**src/rtl/x1dn_bist_pkg.sv**
```systemverilog
// Shared constants, FSM state type and next-state helpers for the x1dn BIST harness.
package x1dn_bist_pkg;

  localparam int unsigned LFSR_W = 27;
  localparam int unsigned MISR_W = 16;

  // Taps at bits 26, 4, 1, 0 realise x^27 + x^5 + x^2 + x + 1.
  localparam logic [LFSR_W-1:0] LFSR_TAPS = 27'h4000013;
  localparam logic [MISR_W-1:0] MISR_POLY = 16'h1021;

  typedef enum logic [1:0] {
    ST_IDLE = 2'd0,
    ST_RUN  = 2'd1,
    ST_DONE = 2'd2
  } state_t;

  function automatic logic [LFSR_W-1:0] lfsr_next(input logic [LFSR_W-1:0] q);
    return {q[LFSR_W-2:0], ^(q & LFSR_TAPS)};
  endfunction

  function automatic logic [MISR_W-1:0] misr_next(input logic [MISR_W-1:0] s,
                                                  input logic [5:0]        y);
    return {s[MISR_W-2:0], 1'b0} ^ (s[MISR_W-1] ? MISR_POLY : '0)
           ^ {{(MISR_W-6){1'b0}}, y};
  endfunction

endpackage

```
**src/rtl/x1dn_misr.sv**
```systemverilog
// 16-bit multiple-input signature register compacting the 6-bit x1dn core response.
import x1dn_bist_pkg::*;

module x1dn_misr (
  input  logic        clk,
  input  logic        rst,
  input  logic        clear,
  input  logic        en,
  input  logic [5:0]  din,
  output logic [15:0] sig
);

  logic [MISR_W-1:0] sig_q, sig_d;

  always_comb begin
    sig_d = sig_q;
    if (clear) begin
      sig_d = '0;
    end else if (en) begin
      sig_d = misr_next(sig_q, din);
    end
  end

  always_ff @(posedge clk) begin
    if (rst) begin
      sig_q <= '0;
    end else begin
      sig_q <= sig_d;
    end
  end

  assign sig = sig_q;

endmodule

```
**src/rtl/x1dn_bist.sv**
```systemverilog
// BIST harness for the x1dn core: LFSR stimulus, settle/pattern counters and run FSM.
// Optional signature comparator enabled by defining X1DN_BIST_COMPARE_EN.
import x1dn_bist_pkg::*;

module x1dn_bist #(
  parameter int unsigned PATTERNS = 1024,
  parameter int unsigned SETTLE   = 0
) (
  input  logic        clk,
  input  logic        rst,
  input  logic        start,
  input  logic [26:0] seed,
  input  logic [15:0] golden,
  output logic [26:0] pat_x,
  input  logic [5:0]  dut_y,
  output logic        busy,
  output logic        done,
  output logic [15:0] signature,
  output logic        pass
);

  localparam logic [19:0] LAST_PAT  = 20'(PATTERNS - 1);
  localparam logic [7:0]  SETTLE_LD = 8'(SETTLE);

  state_t            state_q, state_d;
  logic [LFSR_W-1:0] lfsr_q, lfsr_d;
  logic [19:0]       pcnt_q, pcnt_d;
  logic [7:0]        scnt_q, scnt_d;
  logic              misr_clear, misr_en;
  logic              start_ok, last_capture;

  assign start_ok     = start && (state_q != ST_RUN);
  assign last_capture = (state_q == ST_RUN) && (scnt_q == '0) && (pcnt_q == LAST_PAT);

  always_comb begin
    state_d    = state_q;
    lfsr_d     = lfsr_q;
    pcnt_d     = pcnt_q;
    scnt_d     = scnt_q;
    misr_clear = 1'b0;
    misr_en    = 1'b0;
    case (state_q)
      ST_IDLE, ST_DONE: begin
        if (start) begin
          lfsr_d     = (seed == '0) ? 27'h0000001 : seed;
          pcnt_d     = '0;
          scnt_d     = SETTLE_LD;
          misr_clear = 1'b1;
          state_d    = ST_RUN;
        end
      end
      ST_RUN: begin
        if (scnt_q != '0) begin
          scnt_d = scnt_q - 8'd1;
        end else begin
          misr_en = 1'b1;
          // The final vector stays on pat_x through DONE.
          if (pcnt_q == LAST_PAT) begin
            state_d = ST_DONE;
          end else begin
            lfsr_d = lfsr_next(lfsr_q);
            pcnt_d = pcnt_q + 20'd1;
            scnt_d = SETTLE_LD;
          end
        end
      end
      default: state_d = ST_IDLE;
    endcase
  end

  always_ff @(posedge clk) begin
    if (rst) begin
      state_q <= ST_IDLE;
      lfsr_q  <= '0;
      pcnt_q  <= '0;
      scnt_q  <= '0;
    end else begin
      state_q <= state_d;
      lfsr_q  <= lfsr_d;
      pcnt_q  <= pcnt_d;
      scnt_q  <= scnt_d;
    end
  end

  x1dn_misr u_misr (
    .clk   (clk),
    .rst   (rst),
    .clear (misr_clear),
    .en    (misr_en),
    .din   (dut_y),
    .sig   (signature)
  );

  assign pat_x = lfsr_q;
  assign busy  = (state_q == ST_RUN);
  assign done  = (state_q == ST_DONE);

`ifdef X1DN_BIST_COMPARE_EN
  logic pass_q, pass_d;

  // On DONE entry the signature register is still being written, so compare its next value.
  always_comb begin
    pass_d = pass_q;
    if (start_ok) begin
      pass_d = 1'b0;
    end else if (state_q == ST_DONE) begin
      pass_d = (signature == golden);
    end else if (last_capture) begin
      pass_d = (misr_next(signature, dut_y) == golden);
    end
  end

  always_ff @(posedge clk) begin
    if (rst) begin
      pass_q <= 1'b0;
    end else begin
      pass_q <= pass_d;
    end
  end

  assign pass = pass_q;
`else
  logic unused_cmp;
  assign unused_cmp = ^{golden, start_ok, last_capture};
  assign pass       = 1'b0;
`endif

endmodule

```
**config.mk**
```make
export PLATFORM = sky130hd
export DESIGN_NAME = x1dn_bist
export DESIGN_NICKNAME = d
export VERILOG_FILES = /design/src/rtl/x1dn_bist_pkg.sv /design/src/rtl/x1dn_misr.sv /design/src/rtl/x1dn_bist.sv
export SDC_FILE = /design/constraint.sdc
export NUM_CORES = 1
export LEC_CHECK = 0
export BUFFER_PORTS_ARGS = -buffer_cell sky130_fd_sc_hd__buf_4
export CAP_MARGIN = 20
export CORE_UTILIZATION = 53
export CTS_CLUSTER_DIAMETER = 40
export DETAILED_ROUTE_END_ITERATION = 10
export GPL_ROUTABILITY_DRIVEN = 0
export GPL_TIMING_DRIVEN = 0
export HOLD_SLACK_MARGIN = 0.03
export PLACE_DENSITY = 0.85
export SLEW_MARGIN = 5
export SYNTH_ARGS = -nofsm -noshare
export SYNTH_HDL_FRONTEND = slang
export SYNTH_HIERARCHICAL = 1
export SYNTH_SLANG_ARGS = --single-unit
```
**constraint.sdc**
```tcl
create_clock -name clk -period 2.67 [get_ports clk]
set_input_delay 0.801 -clock clk [delete_from_list [all_inputs] [get_ports clk]]
set_output_delay 0.801 -clock clk [all_outputs]
set_load 0.02 [all_outputs]
```
==> flow_summary_export.csv <==
group,metric,value,unit
logic_synthesis,synth-warning-count,6,
worst_hold_path,whs_path_depth,2,
logic_synthesis,synth_flop_cell,"sky130_fd_sc_hd__dfxtp_1",
logic_synthesis,syn-cell-area,3672,um2
run,maxCapViolations,0,
critical_path,timing.critical_path.fanout_max,10,
placed_design,placement.setup.worst_slack,0.2111,ns
timing,rsz_0062_raised_after_global_routing,"false",
placed_design,port-buffer-count,80,
critical_path,crit_path_start_kind,"flip-flop",
grt,grt_start_max_net_pins,14,
cts,cts_htree_levels,3,
detailed_routing,via_count,3491,
critical_path,worst_r2r_endpoint,"pat_x[22]",
status,run_status,"finished clean",
worst_hold_path,min_path_type,"reg2reg",
final_layout,finish.utilization,0.7061,
floorplan,die_area,7266,um2
timing,setup_slack,0.2324,ns
placed_design,post-place-cells,577,
cts,insertion_delay_of_the_later_clocked_pin_in_the_worst_skew_pair,0.35,ns
cts,postCtsResizedCells,0,
critical_path,worst_r2r_path_depth,6,
timing,max_freq,0.4102,GHz
floorplan,fp.dieW,85.24,um
logic_synthesis,synth_nets,475,
detailed_routing,drt-initial-drc-count,213,
timing,finalClockSkew,0.007336,ns
cts,post-cts-setup-buffer-count,0,
timing,final.period_utilization,0.9130,
grt,global_route.overflow_total,0,
timing,report.final.setup_viol,0,
logic_synthesis,synth_cells,420,
critical_path,timing.critical_path.arrival,1.64,ns
logic_synthesis,ys_async_sr_fraction,0,
floorplan,pin_count,98,
power,cellLeakagePower,0.001781,uW
grt,aggregate_global_route_resource_usage,0.2698,
floorplan,core_area,6531,um2
detailed_routing,totalWireLength,9553,um
critical_path,r2r_setup_slack,0.33,ns
timing,fin_setup_tns,0,ns
timing,hold_violations,0,
detailed_routing,drt-wirelength-per-cell,16.11,um
cts,ctsRootBufferMaster,"sky130_fd_sc_hd__clkbuf_8",
logic_synthesis,synth_cell_types,62,
cts,clkSinkCount,73,
logic_synthesis,synth_sequential_area_ratio,0.3980,
grt,wire_length_of_the_first_global_routing_pass,15580,um
worst_hold_path,worst_hold_startpoint,"pcnt_q[1]",
timing,worst_slew_pin_slew,1.010,ns
detailed_routing,detail_route.first_pass.iterations,5,
detailed_routing,vias_per_cell,5.887,
final_layout,fin_cells,593,
detailed_routing,post-route-drc-count,0,
grt,first_global_vias,3261,
cts,clk_transition_reported_paths,0.08,ns
timing,slew_headroom,0.3172,
grt,antenna_found_initial,0,
logic_synthesis,postSynthAreaPerCell,8.744,um2
final_layout,nets_final,566,
critical_path,critPathKind,"reg2out",
cts,num_cts_buffers,9,
logic_synthesis,synth-seq-cells,73,
placed_design,place.detailed.hpwl,6644,um
floorplan,initial_core_util,0.5623,
logic_synthesis,synth_enable_flop_cells,0,
final_layout,insertedDiodeCount,0,
final_layout,final_layout_size_suffix_gt1_frac,0.2713,
power,power.density_cell_area,740.7,nW/um2
power,worst_ir_drop_on_vdd,435.0,uV
floorplan,die_y,85.24,um
critical_path,required,1.87,ns
worst_hold_path,hold_path_end,"pcnt_q[1]",
timing,final-max-slew-violation-count,0,
detailed_routing,drt.antenna.violating_nets,0,
timing,period_minus_slack,2.438,ns
final_layout,area.growth.synth_to_final,25.59,%
cts,clk_path_buf_depth,2,
critical_path,crit_path_end_kind,"output pin",
floorplan,fp-row-count,29,
cts,cts_tree,"done",
cts,ctsHoldBuffers,0,
critical_path,r2r_start,"pcnt_q[0]",
==> stage by stage <==
| step | hold slack [ns] | total power (uW) | instance area [um2] |
|---|---|---|---|
| floorplan | 0.4531 | 2023 | 3672 |
| global placement | 0.4637 | 2323 | 4369 |
| detailed placement | 0.4835 | 2348 | 4369 |
| CTS | 0.4943 | 3404 | 4612 |
| global route | 0.5109 | 3565 | 4612 |
| finish | 0.4972 | 3416 | 4612 |
==> synth_stat cells (2+ instances only) <==
library cell	number	area, um2
sky130_fd_sc_hd__inv_1	4	15.01
sky130_fd_sc_hd__and3_1	3	18.77
sky130_fd_sc_hd__or3_1	8	50.05
sky130_fd_sc_hd__clkbuf_1	16	60.06
sky130_fd_sc_hd__nand2_1	70	262.8
sky130_fd_sc_hd__nor3_1	5	25.02
sky130_fd_sc_hd__nand2b_1	4	25.02
sky130_fd_sc_hd__nand4_1	3	18.77
sky130_fd_sc_hd__dfxtp_1	73	1461
sky130_fd_sc_hd__o21ai_1	5	25.02
sky130_fd_sc_hd__nand3b_1	2	15.01
sky130_fd_sc_hd__a311oi_1	7	61.31
sky130_fd_sc_hd__or4_1	8	60.06
sky130_fd_sc_hd__nor4b_1	3	26.28
sky130_fd_sc_hd__a31oi_1	3	18.77
sky130_fd_sc_hd__o211ai_1	4	30.03
sky130_fd_sc_hd__ha_1	3	37.54
sky130_fd_sc_hd__buf_2	3	15.01
sky130_fd_sc_hd__nor2_1	60	225.2
sky130_fd_sc_hd__buf_4	2	15.01
sky130_fd_sc_hd__a211oi_1	8	60.06
sky130_fd_sc_hd__a311oi_2	20	300.3
sky130_fd_sc_hd__a21oi_1	22	110.1
sky130_fd_sc_hd__nor4_1	6	37.54
sky130_fd_sc_hd__mux2i_1	10	100.1
sky130_fd_sc_hd__nand3_1	7	35.03
sky130_fd_sc_hd__buf_6	4	45.04
sky130_fd_sc_hd__o31ai_1	3	22.52
sky130_fd_sc_hd__o41ai_1	2	17.52
sky130_fd_sc_hd__xnor2_1	11	96.34
sky130_fd_sc_hd__o21ai_0	9	45.04
sky130_fd_sc_hd__a32oi_1	2	17.52
==> cells in the final DEF (no fill, tap or decap), drive strengths merged, types with 4 or more instances in the layout <==
cell type  synthesis  final
o21ai             14     14
nand2b             5      5
dfxtp             73     73
a21oi             23     23
xnor2             11     11
or4                9      9
nand3              8      8
nor3               6      6
a211oi             8      8
nand2             70     70
nor4               8      8
and3               4      4
o211ai             4      4
a311oi            27     27
or3                8      8
nor2              60     60
mux2i             10     10
clkbuf            17     26
nor4b              4      4
inv                4      4
buf               11     91
==> report_power, final <==
group	internal, uW	switching, uW	total (uW)	leakage, uW
clock network	620	443	1060	0.000115
logic	446	590	1040	0.00107
registers	1200	116	1320	0.000596
==> layout make-up <==
class / count / area [um2]
Clock buffer: 9 / 123.9
Tap cell: 77 / 96.34
Fill cell: 491 / 1919
Clock inverter: 7 / 118.9
Inverter: 5 / 23.77
Multi-Input combinational cell: 314 / 2014
Timing Repair Buffer: 80 / 600.6
Sequential cell: 73 / 1461
Buffer: 28 / 172.7
==> flip-flops by register name (all words and copies together) (netlist names) <==
signal and flops:
pcnt_q 20, state_q 2, u_misr/sig 16, scnt_q 8, pat_x 27
==> worst max path at each step <==
stage	startpoint	slack [ns]	cells past startpoint	to
final	state_q[1]	0.23	5	busy
after global routing	state_q[1]	0.14	5	busy
after CTS	state_q[1]	0.22	5	busy
after detailed placement	start	0.21	8	pat_x[9]
after global placement	start	0.23	8	pat_x[5]
after floorplan	start	0.59	7	pcnt_q[16]
==> critical path, cell delays in order (launching register included) <==
cell and delay, ns:
sky130_fd_sc_hd__dfxtp_1 0.31, sky130_fd_sc_hd__nand2b_1 0.12, sky130_fd_sc_hd__buf_2 0.18, sky130_fd_sc_hd__clkinv_4 0.07
sky130_fd_sc_hd__clkbuf_1 0.38, sky130_fd_sc_hd__buf_4 0.23
==> cell families (layout without fill, tap and decap cells) <==
| family | count (synthesis) | in the layout | share of synthesized area |
|---|---|---|---|
| XOR/XNOR | 13 | 13 | 0.03509 |
| buffers and inverters | 33 | 129 | 0.05349 |
| adder cells (fa/ha/maj) | 3 | 3 | 0.01022 |
| flip-flops | 73 | 73 | 0.3980 |
| AO/OA/AOI/OAI | 92 | 92 | 0.2089 |
| AND/OR/NAND/NOR | 195 | 195 | 0.2661 |
| other | 1 | 1 | 0.001021 |
| multiplexers | 10 | 10 | 0.02726 |
==> metal layers <==
| layer | up-vias | wire (um) | global-route usage |
|---|---|---|---|
| li1 | 1701 | - | - |
| met1 | 1676 | 4211 | 0.3564 |
| met2 | 104 | 4759 | 0.4377 |
| met3 | 10 | 447 | 0.04377 |
| met4 | 0 | 134 | 0.1140 |
| met5 | - | 0 | 0 |
Note: power is estimated with default switching activity, not from simulation.
